===== src/rtl/instruction_fetch_unit.sv =====
// -----------------------------------------------------------------------------
// instruction_fetch_unit
//
// Front-end fetch stage. Owns the program counter, runs the variable-latency
// instruction memory handshake and loads the IF/ID register. It reports to the
// stall logic whether it is waiting on memory and obeys the stall it gets back.
// Branch redirects flush IF/ID and discard any fetch still in flight.
//
// Ports
//   clk                         rising-edge clock
//   reset                       asynchronous, active-low
//   isPipelineStalled           hold PC and IF/ID (from stall logic)
//   isBranchTaken               redirect request from the execution stage
//   branchTargetAddress[31:0]   redirect PC, bits [1:0] forced to 0
//   instructionMemoryRequest    fetch request level
//   instructionMemoryAddress    fetch address, stable while request is high
//   instructionMemoryDataValid  one-cycle response strobe per request
//   instructionMemoryData       instruction word, sampled with the strobe
//   isInstructionMemoryBlocked  fetch cannot supply an instruction this cycle
//   decodeStageInstruction      IF/ID instruction
//   decodeStageProgramCounter   IF/ID PC
//   decodeStageValid            IF/ID holds a real instruction
// -----------------------------------------------------------------------------
module instruction_fetch_unit #(
    parameter logic [31:0] RESET_PC        = 32'h0000_0000,
    parameter logic [31:0] NOP_INSTRUCTION = 32'h0000_0013
) (
    input  logic        clk,
    input  logic        reset,
    input  logic        isPipelineStalled,
    input  logic        isBranchTaken,
    input  logic [31:0] branchTargetAddress,
    output logic        instructionMemoryRequest,
    output logic [31:0] instructionMemoryAddress,
    input  logic        instructionMemoryDataValid,
    input  logic [31:0] instructionMemoryData,
    output logic        isInstructionMemoryBlocked,
    output logic [31:0] decodeStageInstruction,
    output logic [31:0] decodeStageProgramCounter,
    output logic        decodeStageValid
);

    localparam logic [31:0] WORD_MASK = 32'hFFFF_FFFC;

    typedef enum logic [1:0] {
        IDLE,
        FETCHING,
        BUFFERED,
        DRAIN
    } fetchState_t;

    fetchState_t state;
    logic [31:0] pc;
    logic [31:0] drainAddress;
    logic [31:0] buffer;
    logic [31:0] branchTarget;

    // Sequential PC step; wraps naturally modulo 2^32.
    function automatic logic [31:0] nextSequentialPc(input logic [31:0] current);
        return (current + 32'd4) & WORD_MASK;
    endfunction

    assign branchTarget = branchTargetAddress & WORD_MASK;

    // In DRAIN the memory still owns the pre-redirect address, so it must be
    // held even though pc already points at the branch target.
    assign instructionMemoryAddress = (state == DRAIN) ? drainAddress : pc;

    // Depends only on state and the memory strobe, never on the stall input,
    // so the loop through the stall logic stays purely sequential.
    always_comb begin
        isInstructionMemoryBlocked = 1'b1;
        case (state)
            IDLE:     isInstructionMemoryBlocked = 1'b1;
            FETCHING: isInstructionMemoryBlocked = !instructionMemoryDataValid;
            BUFFERED: isInstructionMemoryBlocked = 1'b0;
            DRAIN:    isInstructionMemoryBlocked = 1'b1;
            default:  isInstructionMemoryBlocked = 1'b1;
        endcase
    end

    // Fetch / IF-ID stage boundary
    always_ff @(posedge clk or negedge reset) begin
        if (!reset) begin
            state                     <= IDLE;
            pc                        <= RESET_PC & WORD_MASK;
            drainAddress              <= '0;
            buffer                    <= '0;
            instructionMemoryRequest  <= 1'b0;
            decodeStageInstruction    <= NOP_INSTRUCTION;
            decodeStageProgramCounter <= '0;
            decodeStageValid          <= 1'b0;
        end else begin
            case (state)
                IDLE: begin
                    if (isBranchTaken) begin
                        pc <= branchTarget;
                    end
                    state                    <= FETCHING;
                    instructionMemoryRequest <= 1'b1;
                end

                FETCHING: begin
                    if (isBranchTaken) begin
                        // Redirect wins over everything; the response (if any)
                        // this cycle belongs to the wrong path.
                        pc                        <= branchTarget;
                        decodeStageInstruction    <= NOP_INSTRUCTION;
                        decodeStageProgramCounter <= '0;
                        decodeStageValid          <= 1'b0;
                        if (!instructionMemoryDataValid) begin
                            // Outstanding request must complete before a new
                            // address can be issued.
                            drainAddress <= pc;
                            state        <= DRAIN;
                        end
                    end else if (instructionMemoryDataValid) begin
                        if (!isPipelineStalled) begin
                            decodeStageInstruction    <= instructionMemoryData;
                            decodeStageProgramCounter <= pc;
                            decodeStageValid          <= 1'b1;
                            pc                        <= nextSequentialPc(pc);
                        end else begin
                            // Memory cannot be back-pressured, so park the word.
                            buffer                   <= instructionMemoryData;
                            state                    <= BUFFERED;
                            instructionMemoryRequest <= 1'b0;
                        end
                    end
                end

                BUFFERED: begin
                    if (isBranchTaken) begin
                        pc                        <= branchTarget;
                        decodeStageInstruction    <= NOP_INSTRUCTION;
                        decodeStageProgramCounter <= '0;
                        decodeStageValid          <= 1'b0;
                        state                     <= FETCHING;
                        instructionMemoryRequest  <= 1'b1;
                    end else if (!isPipelineStalled) begin
                        decodeStageInstruction    <= buffer;
                        decodeStageProgramCounter <= pc;
                        decodeStageValid          <= 1'b1;
                        pc                        <= nextSequentialPc(pc);
                        state                     <= FETCHING;
                        instructionMemoryRequest  <= 1'b1;
                    end
                end

                DRAIN: begin
                    // IF/ID was flushed on entry; only pc tracks new redirects.
                    if (isBranchTaken) begin
                        pc <= branchTarget;
                    end
                    if (instructionMemoryDataValid) begin
                        state <= FETCHING;
                    end
                end

                default: begin
                    state                    <= IDLE;
                    instructionMemoryRequest <= 1'b0;
                end
            endcase
        end
    end

endmodule

===== config.mk =====
export PLATFORM = sky130hd
export DESIGN_NAME = instruction_fetch_unit
export DESIGN_NICKNAME = d
export VERILOG_FILES = /design/src/rtl/instruction_fetch_unit.sv
export SDC_FILE = /design/constraint.sdc
export NUM_CORES = 1
export LEC_CHECK = 0
export CAP_MARGIN = 40
export CORE_AREA = 10 10 132 134
export CTS_BUF_LIST = sky130_fd_sc_hd__clkbuf_8
export DETAILED_ROUTE_END_ITERATION = 8
export DIE_AREA = 0 0 142 144
export PLACE_DENSITY_LB_ADDON = 0.1
export RECOVER_POWER = 50
export SYNTH_ARGS = -nofsm -noshare
export SYNTH_HDL_FRONTEND = slang
export SYNTH_SLANG_ARGS = --single-unit
export TNS_END_PERCENT = 20

===== constraint.sdc =====
create_clock -name clk -period 2.2 [get_ports clk]
set_input_delay 0.22 -clock clk [delete_from_list [all_inputs] [get_ports clk]]
set_output_delay 0.22 -clock clk [all_outputs]
set_load 0.01 [all_outputs]

---- Word-level counts from Yosys, hierarchy flattened ----
Cells that the tools add are included.
cells by class
  bitwise gates (word level) .............. 2
  multiplexer cells ....................... 38
  shift operators ......................... 0
  reductions and logical operators ........ 12
  divide/modulo/power cells ............... 0
  add/subtract/negate cells ............... 1
  equality and inequality tests ........... 13
  multipliers ............................. 0
  $lt $le $gt $ge ......................... 0
operator list
  operator                 number
  $mux W32                 15
  $pmux W32 S2             2
  $pmux W32 S3             1
  $add A32 B3 Y32 const B  1
  $ne A3 B3 Y1 const B     5
  $mux W2                  7
  $reduce_and A5 Y1        2
  $mux W1                  9
  $ne A2 B2 Y1 const B     4
  $pmux W2 S4              1
  $reduce_and A4 Y1        2
  $pmux W1 S3              2
  $eq A2 B2 Y1 const B     2
  $reduce_and A2 Y1        2
  $reduce_and A3 Y1        1
  $reduce_bool A3 Y1       1
  $eq A2 B1 Y1 const B     1
  $logic_not A2 Y1         1
  $ne A2 B1 Y1 const B     1
  $not A1 Y1               2
  $pmux W1 S2              1
  $reduce_bool A2 Y1       1
  $reduce_or A2 Y1         1
  $logic_not A1 Y1         1
word-level totals
  bits of input ports ..................... 69
  ROM bits ................................ 0
  memories ................................ 0
  memory bits (writable) .................. 0
  logic and storage cells ................. 74
  bits in latches ......................... 0
  bits in registers ....................... 164

---- Logic depth before layout (Yosys ltp) ----
Gate-level depths: netlist of the first run.
  word-level depth ........................ 5
  gate-level depth with buffers ........... 10
  gate-level depth less buffers ........... 7

---- Worst setup path before layout of the first run ----
OpenSTA, ideal clock, no wires.
  path type ............................... register to register
  start ................................... reg state[0]
  end ..................................... reg pc[18]
  setup time .............................. 0.126 ns
  data required time ...................... 2.074 ns
  buffers on the path ..................... 2
  period minus slack after synthesis ...... 1.942 ns
  path slack .............................. 0.258 ns
  data arrival time ....................... 1.816 ns
  stages on the path, launching flop included .. 10
  cell sequence ........................... dfrtp_1 -> inv_1 -> ha_1 -> buf_2 -> nor2b_1 -> and2_1 -> nor2_1 -> buf_2 -> nor4_1 -> a311o_1
on the way
  longest elaborated chain between the ends .. 4
RTL lines
  item                                                     RTL line  text
  from (decl)                                              52        fetchState_t state;
  from (signal assigned)                                   85        state <= IDLE;
  from (signal assigned)                                   99        state <= FETCHING;
  from (signal assigned)                                   115       state <= DRAIN;
  $eq A2 B2 Y1 / $logic_not A2 Y1 (equally long branches)  94        case (state)
  $reduce_or A2 Y1 (no line)                               --
  $ne A2 B1 Y1 (no line)                                   --
  $reduce_and A2 Y1 (no line)                              --
  to (signal assigned)                                     86        pc <= RESET_PC & WORD_MASK;
  to (signal assigned)                                     97        pc <= branchTarget;
  to (signal assigned)                                     107       pc <= branchTarget;
  to (decl)                                                53        logic [31:0] pc;
Parallel ways exist; a longest one is shown, timed or not.
A chain may end at the register's enable or synchronous reset.

---- Worst setup path in the final report of the first run ----
  start ................................... reg state[0]
  end ..................................... out isInstructionMemoryBlocked
on the way
  longest elaborated chain between the ends .. 3
RTL lines
  item                                                     RTL line  text
  $eq A2 B2 Y1 / $logic_not A2 Y1 (equally long branches)  73        case (state)
  $reduce_or A2 Y1 (no line)                               --
  $pmux W1 S3 *                                            73
  to (decl)                                                37        output logic isInstructionMemoryBlocked,
Mark *: on every way between the ends. The rest lies on a longest branch, timed or not.

==> impl_metrics.py, run 1 <==
metrics = {
    "status": {
        "status": "finished, final reports clean",
    },
    "sta": {
        "fmax_mhz": 459,
        "fin_crit_ns": 2.18,
        "finalClockSkew_ns": 0.0127,
        "slew_violations": 0,
        "rsz0062_at_grt": "yes",
        "hold_viol": 0,
        "worst_slew_pin_slew_ns": 1.32,
        "finalSetupViolCount": 0,
        "max-slew-margin-rel": 0.120,
        "period_share": 0.991,
    },
    "min_path": {
        "hold_path.class": "in -> reg",
        "min_to": "pc[11]",
        "holdCritStartpoint": "isBranchTaken",
        "hold_depth": 3,
    },
    "synthesis": {
        "synth_simple_gate_area_frac": 0.109,
        "synth_top_area_cell": "dfrtp_1",
        "ys_seq_area_frac": 0.528,
        "netlist.area_leader.share": 0.517,
        "synth.distinct_cells": 64,
        "yosysWarnings": 0,
        "synth_top_family_by_area": "multiplexers",
        "async_flop_share": 1.00,
        "synth_compound_area_frac": 0.131,
        "yosys-top-cells-area": "dfrtp_1 (52%), mux2_2 (13%), mux2i_1 (4.0%)",
        "synthCells": 648,
        "synth-edff-count": 0,
        "avgSynthCellArea_sq_um": 11.6,
        "synth_xor_area_frac": 0.0140,
        "synthMuxAreaShare": 0.169,
        "synth_adder_area_share": 0.00834,
        "synth-main-ff-cell": "dfrtp_1",
        "ys_ff_latch": 158,
        "netlist_area_sq_um": 7500,
    },
    "pwr": {
        "p_leak_nw": 4.38,
        "peakVddDrop_mv": 0.616,
        "p_per_area_nw_per_um2": 1290,
    },
    "setup_path": {
        "rrSetupSlack_ns": 0.11,
        "r2r_cells": 8,
        "endpoint_kind": "output pin",
        "worst_r2r_startpoint": "state[0]",
        "crit_fanout": 7,
        "crit_type": "reg -> out",
        "cp.required_ns": 1.98,
        "cp-start-kind": "flop",
        "crit_arrival_ns": 1.96,
        "r2r_end": "pc[31]",
    },
    "floorplan": {
        "core_area_sq_um": 14900,
        "io_pins": 168,
        "die_h_um": 144,
        "dieArea_sq_um": 20400,
        "start_util": 0.504,
        "fp.dieW_um": 142,
        "rows": 45,
    },
    "drt": {
        "ant_nets": 0,
        "routed_via_density": 5.69,
        "post-route-drc-count": 0,
        "wl_per_cell_um": 19.5,
        "drt_iter0_markers": 367,
        "dr.pass1.iters": 5,
        "vias": 5766,
        "drt-total-wl_mm": 19.8,
    },
    "place": {
        "portBuffers": 161,
        "dp.cells": 982,
        "dpl.hpwl_mm": 14.1,
        "place_congestion": 0.863,
    },
    "clocking": {
        "cts-root-buf": "clkbuf_8",
        "cts_buffer_depth": 2,
        "cts.clk_slew.worst_paths_ns": 0.09,
        "cts_made_buffers": 17,
        "clock-sinks": 158,
        "cts_tree": "done",
        "htree_levels": 4,
        "insertion_delay_ns": 0.45,
    },
    "finish": {
        "drive_above_1_share": 0.215,
        "syn_to_final_growth_pct": 31.4,
        "final_nets": 890,
        "n_antenna_cell": 0,
        "utilization": 0.663,
        "fin_cells": 1014,
    },
    "global_routing": {
        "grt_pass1_wl_mm": 32.3,
        "grt_pass1_vias": 6178,
        "globalRouteOverflowTotal": 0,
        "grt_max_degree": 65,
        "grt.total_usage": 0.197,
        "antenna_found_initial": 0,
    },
    "job": {
        "drv_cap": 0,
    },
}
==> logic make-up after synthesis <==
kind of cell               after synthesis
adders and majority gates                5
AOI/OAI and AO/OA                      138
other                                    1
xor gates and xnor gates                12
DFF                                    158
muxes                                  116
and+or+nand+nor                        158
buffers and inverters                   60
==> timing repair <==
| item | 4_1_cts | 5_1_grt |
|---|---|---|
| resized for setup | 28 | 15 |
| buffers inserted | 2 | 0 |
| hold buffers | 1 | 0 |
| hold endpoints to repair | 44 | 0 |
| endpoints found under the setup margin | 31 | 24 |
==> placed cells by master (no fill, tap or decap), types with 13 or more instances in the layout <==
master,Yosys,routed
a21oi_1,14,14
a22o_1,26,26
buf_4,8,28
clkbuf_8,1,21
clkdlybuf4s50_1,0,81
dfrtp_1,155,155
dlygate4sd2_1,0,17
dlygate4sd3_1,0,48
dlymetal6s2s_1,0,13
mux2_2,86,86
mux2i_1,30,30
nand2_1,73,73
nand3_1,14,13
nor2_1,14,13
o21ai_0,23,22
o31ai_1,31,31
==> sequential cells by signal, indices dropped and copies added (netlist names) <==
| name | cells |
|---|---|
| instructionMemoryRequest | 1 |
| drainAddress | 30 |
| decodeStageInstruction | 32 |
| decodeStageProgramCounter | 30 |
| pc | 30 |
| decodeStageValid | 1 |
| buffer | 32 |
| state | 2 |
==> how the worst max path moves through the flow <==
stage | start | end | slack, ns | cells past startpoint
global placement | state[0] | pc[13] | 0.19 | 8
CTS | state[0] | instructionMemoryAddress[11] | -0.1 | 4
floorplan | state[0] | pc[18] | 0.26 | 9
detailed placement | state[0] | pc[13] | 0.10 | 8
global route | state[1] | isInstructionMemoryBlocked | -0.08 | 6
finish | state[0] | isInstructionMemoryBlocked | 0.02 | 6
==> synthesized netlist by cell type (14+ instances only) <==
| library cell | count |
|---|---|
| buf_2 | 25 |
| nand2_1 | 73 |
| o31ai_1 | 31 |
| a22o_1 | 26 |
| dfrtp_1 | 155 |
| o21ai_0 | 23 |
| mux2i_1 | 30 |
| nor2_1 | 14 |
| a21oi_1 | 14 |
| clkbuf_1 | 16 |
| nand3_1 | 14 |
| mux2_2 | 86 |
==> layout make-up <==
cell class	count	area, sq um
Inverter	7	26.3
Clock inverter	8	92.6
Tap cell	188	235
Sequential cell	158	3960
Timing Repair Buffer	199	1960
Fill cell	1172	5010
Clock buffer	21	289
Multi-Input combinational cell	433	3290
==> routing by layer <==
layer / part of all wire / routed length, um / GRT usage
met5: 0 / 0 / 0
met4: 0.014 / 286 / 0.0694
met3: 0.066 / 1300 / 0.0502
met2: 0.47 / 9400 / 0.305
met1: 0.45 / 8820 / 0.262
==> through the flow <==
stage                     setup TNS [ns]  power, W  area [sq um]  worst slack, ns  hold WS (ns)
final                                  0    0.0127          9850           0.0199         0.282
after global routing              -0.483    0.0135          9850          -0.0784         0.311
after CTS                          -1.03    0.0130          9840          -0.0991         0.261
after detailed placement               0    0.0109          9420            0.103         0.210
after global placement                 0    0.0106          9420            0.186         0.201
after floorplan                        0   0.00796          7510            0.258       -0.0756
==> worst max-delay path, cell delays in order, from the launching register on <==
cell and delay [ns]:
dfrtp_1 0.41, buf_4 0.14, inv_2 0.05, ha_1 0.31, buf_4 0.17, mux2i_1 0.13, clkdlybuf4s15_1 0.30
==> power breakdown <==
group | internal (W) | total (W) | switching (W)
Clock | 0.00110 | 0.00213 | 0.00103
Combinational | 0.00300 | 0.00571 | 0.00271
Sequential | 0.00409 | 0.00483 | 0.000734
Total | 0.00820 | 0.0127 | 0.00447
Note: power is estimated with default switching activity, not from simulation.
==> run 2, diff against run 1 <==
Settings changed: ABC_AREA set to 1, CORE_AREA 10 10 132 134 to 10 10 133 135, DIE_AREA 0 0 142 144 to 0 0 143 145.
==> impl_metrics.py, run 2 <==
metrics = {
    "min_path": {
        "hold_path.class": "in -> reg",
        "min_to": "pc[3]",
        "holdCritStartpoint": "branchTargetAddress[3]",
        "hold_depth": 3,
    },
    "sta": {
        "finalClockSkew_ns": 0.0136,
        "fin_crit_ns": 2.02,
        "rsz0062_at_grt": "no",
        "worst_slew_pin_slew_ns": 1.39,
        "fin_tns_setup_ns": 0,
        "hold_viol": 0,
        "finalSetupViolCount": 0,
        "period_share": 0.917,
        "max-slew-margin-rel": 0.0752,
        "setup_slack_ns": 0.182,
        "slew_violations": 0,
        "fmax_mhz": 495,
    },
    "setup_path": {
        "worst_r2r_startpoint": "state[1]",
        "worst-path-buf-inv": 2,
        "cp.required_ns": 1.98,
        "cpPeakStageDelay_ns": 0.42,
        "r2r_cells": 11,
        "cp_slowest_cell": "dfrtp_1",
        "r2r_end": "pc[6]",
        "crit_type": "reg -> out",
        "endpoint_kind": "output pin",
        "cp-start-kind": "flop",
        "crit_arrival_ns": 1.80,
        "rrSetupSlack_ns": 0.23,
        "crit_fanout": 21,
        "cp.depth": 4,
        "cp_top_family": "buffers and inverters",
        "crit_chain": "ha_2, buf_6, o21ai_0, dlygate4sd2_1",
    },
    "drt": {
        "dr.pass1.iters": 4,
        "dr_wl_met2_mm": 9.94,
        "vias": 7141,
        "ant_nets": 0,
        "drt-total-wl_mm": 22.2,
        "drt-met1-wl_mm": 9.96,
        "post-route-drc-count": 0,
        "top_layer": "met4",
        "routed_via_density": 5.40,
        "drt_iter0_markers": 512,
        "wl_per_cell_um": 16.8,
        "met3_wirelength_mm": 1.96,
    },
    "clocking": {
        "htree_levels": 4,
        "cts.clk_slew.worst_paths_ns": 0.08,
        "insertion_delay_ns": 0.45,
        "cts-root-buf": "clkbuf_8",
        "clock-sinks": 158,
        "cts_buffer_depth": 2,
        "cts_made_buffers": 17,
        "cts_tree": "done",
    },
    "synthesis": {
        "netlist.area_leader.share": 0.495,
        "synth-edff-count": 0,
        "synth-main-ff-cell": "dfrtp_1",
        "synth_common_cells": "nand2_1 (232), o21ai_0 (192), dfrtp_1 (155)",
        "avgSynthCellArea_sq_um": 8.17,
        "ys_seq_area_frac": 0.505,
        "netlist_area_sq_um": 7840,
        "yosys-top-cells-area": "dfrtp_1 (49%), o21ai_0 (12%), nand2_1 (11%)",
        "synth.distinct_cells": 35,
        "yosysWarnings": 0,
        "synthCells": 960,
        "ys_ff_latch": 158,
        "yosysMostFrequentCell": "nand2_1",
        "async_flop_share": 1.00,
        "synth_top_area_cell": "dfrtp_1",
    },
    "place": {
        "place_ws_ns": 0.142,
        "dpl.hpwl_mm": 15.8,
        "dp.cells": 1284,
        "place_congestion": 0.933,
        "portBuffers": 161,
        "post_dp_cell_area_sq_um": 9760,
    },
    "floorplan": {
        "rows": 45,
        "io_pins": 168,
        "core_area_sq_um": 15000,
        "start_util": 0.522,
        "dieArea_sq_um": 20700,
        "fp.dieW_um": 143,
        "die_h_um": 145,
    },
    "finish": {
        "syn_to_final_growth_pct": 29.8,
        "largestRegisters": "buffer: 32 flops, decodeStageInstruction: 32 flops",
        "postLayoutCellArea_sq_um": 10200,
        "final_common_cell": "nand2_1",
        "final_cell_mix": "nand2_1 (232), o21ai_0 (189), dfrtp_1 (155)",
        "drive_above_1_share": 0.0988,
        "fin_cells": 1323,
        "final_nets": 1195,
    },
    "global_routing": {
        "globalRouteOverflowTotal": 0,
        "grt.total_usage": 0.210,
        "grt_max_degree": 65,
        "grt_pass1_vias": 6845,
        "grt_pass1_wl_mm": 35.4,
        "antenna_found_initial": 1,
    },
    "pwr": {
        "peakVddDrop_mv": 0.816,
        "power.internal_w": 0.00852,
        "switching_share": 0.415,
        "seq_power_share": 0.355,
        "p_leak_nw": 4.58,
        "p_sw_w": 0.00604,
        "p_clk_frac": 0.151,
        "p_per_area_nw_per_um2": 1430,
        "share_comb_of_total_power": 0.494,
    },
    "job": {
        "drv_cap": 0,
    },
    "status": {
        "status": "finished, final reports clean",
    },
}
[run 2: per-stage QoR]
stage / hold slack, ns / util / total power [W]
5_1_grt: 0.346 / 0.677 / 0.0157
3_3_place_gp: 0.211 / 0.649 / 0.0126
2_1_floorplan: -0.0756 / - / 0.00921
3_5_place_dp: 0.212 / 0.649 / 0.0128
6_report: 0.343 / 0.677 / 0.0146
4_1_cts: 0.282 / 0.674 / 0.0147
[run 2: logic make-up after synthesis]
kind of cell,count (synthesis),synth area share
xor gates and xnor gates,3,0.00335
buffers and inverters,104,0.0555
muxes,32,0.0460
and+or+nand+nor,409,0.209
AOI/OAI and AO/OA,248,0.173
other,1,0.000478
adders and majority gates,5,0.00798
DFF,158,0.505
[run 2: worst max-delay path by stage]
| stage | start | slack, ns | end |
|---|---|---|---|
| final | state[0] | 0.18 | instructionMemoryAddress[14] |
| after global routing | state[0] | 0.05 | instructionMemoryAddress[8] |
| after CTS | state[1] | 0.11 | decodeStageInstruction[9] |
| after detailed placement | isBranchTaken | 0.14 | decodeStageInstruction[28] |
| after global placement | isBranchTaken | 0.17 | decodeStageInstruction[26] |
| after floorplan | state[1] | 0.55 | pc[15] |
[run 2: worst register-to-register path, cell delays in order, from the launching register on]
cell and delay, ns:
dfrtp_1 0.42, inv_1 0.09, ha_1 0.26, inv_2 0.12, nor2_2 0.13, nand2_1 0.11, nand2_4 0.15, buf_4 0.13
o21ai_2 0.05, buf_4 0.18, o211ai_1 0.09, o21ai_0 0.12
[run 2: metal layers]
layer  vias to the layer above  track usage
met3                        20       0.0756
met5                         -            0
met4                         0       0.0583
li1                       3479            -
met2                       223        0.317
met1                      3419        0.278
[run 2: power groups by stage]
stage                     clock network [W]  registers (W)  logic, W
after floorplan                           0        0.00528   0.00393
after global placement                    0        0.00518   0.00742
after detailed placement                  0        0.00523   0.00753
after CTS                           0.00225        0.00518   0.00728
after global routing                0.00235        0.00536   0.00802
final                               0.00220        0.00517   0.00719
[run 2: layout make-up]
| cell class | count | area (sq um) |
|---|---|---|
| Timing Repair Buffer | 194 | 1930 |
| Inverter | 49 | 184 |
| Antenna cell | 1 | 2.50 |
| Sequential cell | 158 | 3960 |
| Fill cell | 1285 | 4860 |
| Clock inverter | 11 | 115 |
| Multi-Input combinational cell | 701 | 3470 |
| Clock buffer | 21 | 289 |
| Tap cell | 188 | 235 |
[run 2: timing repair]
action                     in CTS  in global routing
hold buffers                    1                  0
gates cloned                    0                  1
setup endpoints to repair      31                 37
hold endpoints to repair       49                  0
resized for setup              35                  0
setup buffers                   0                  4
pin swaps                       0                  1
==> run 3, diff against run 2 <==
Settings changed: CAP_MARGIN 40 to 0.
==> results of run 3 <==
No change in the layout: final DEF, timing and power equal those of run 2.
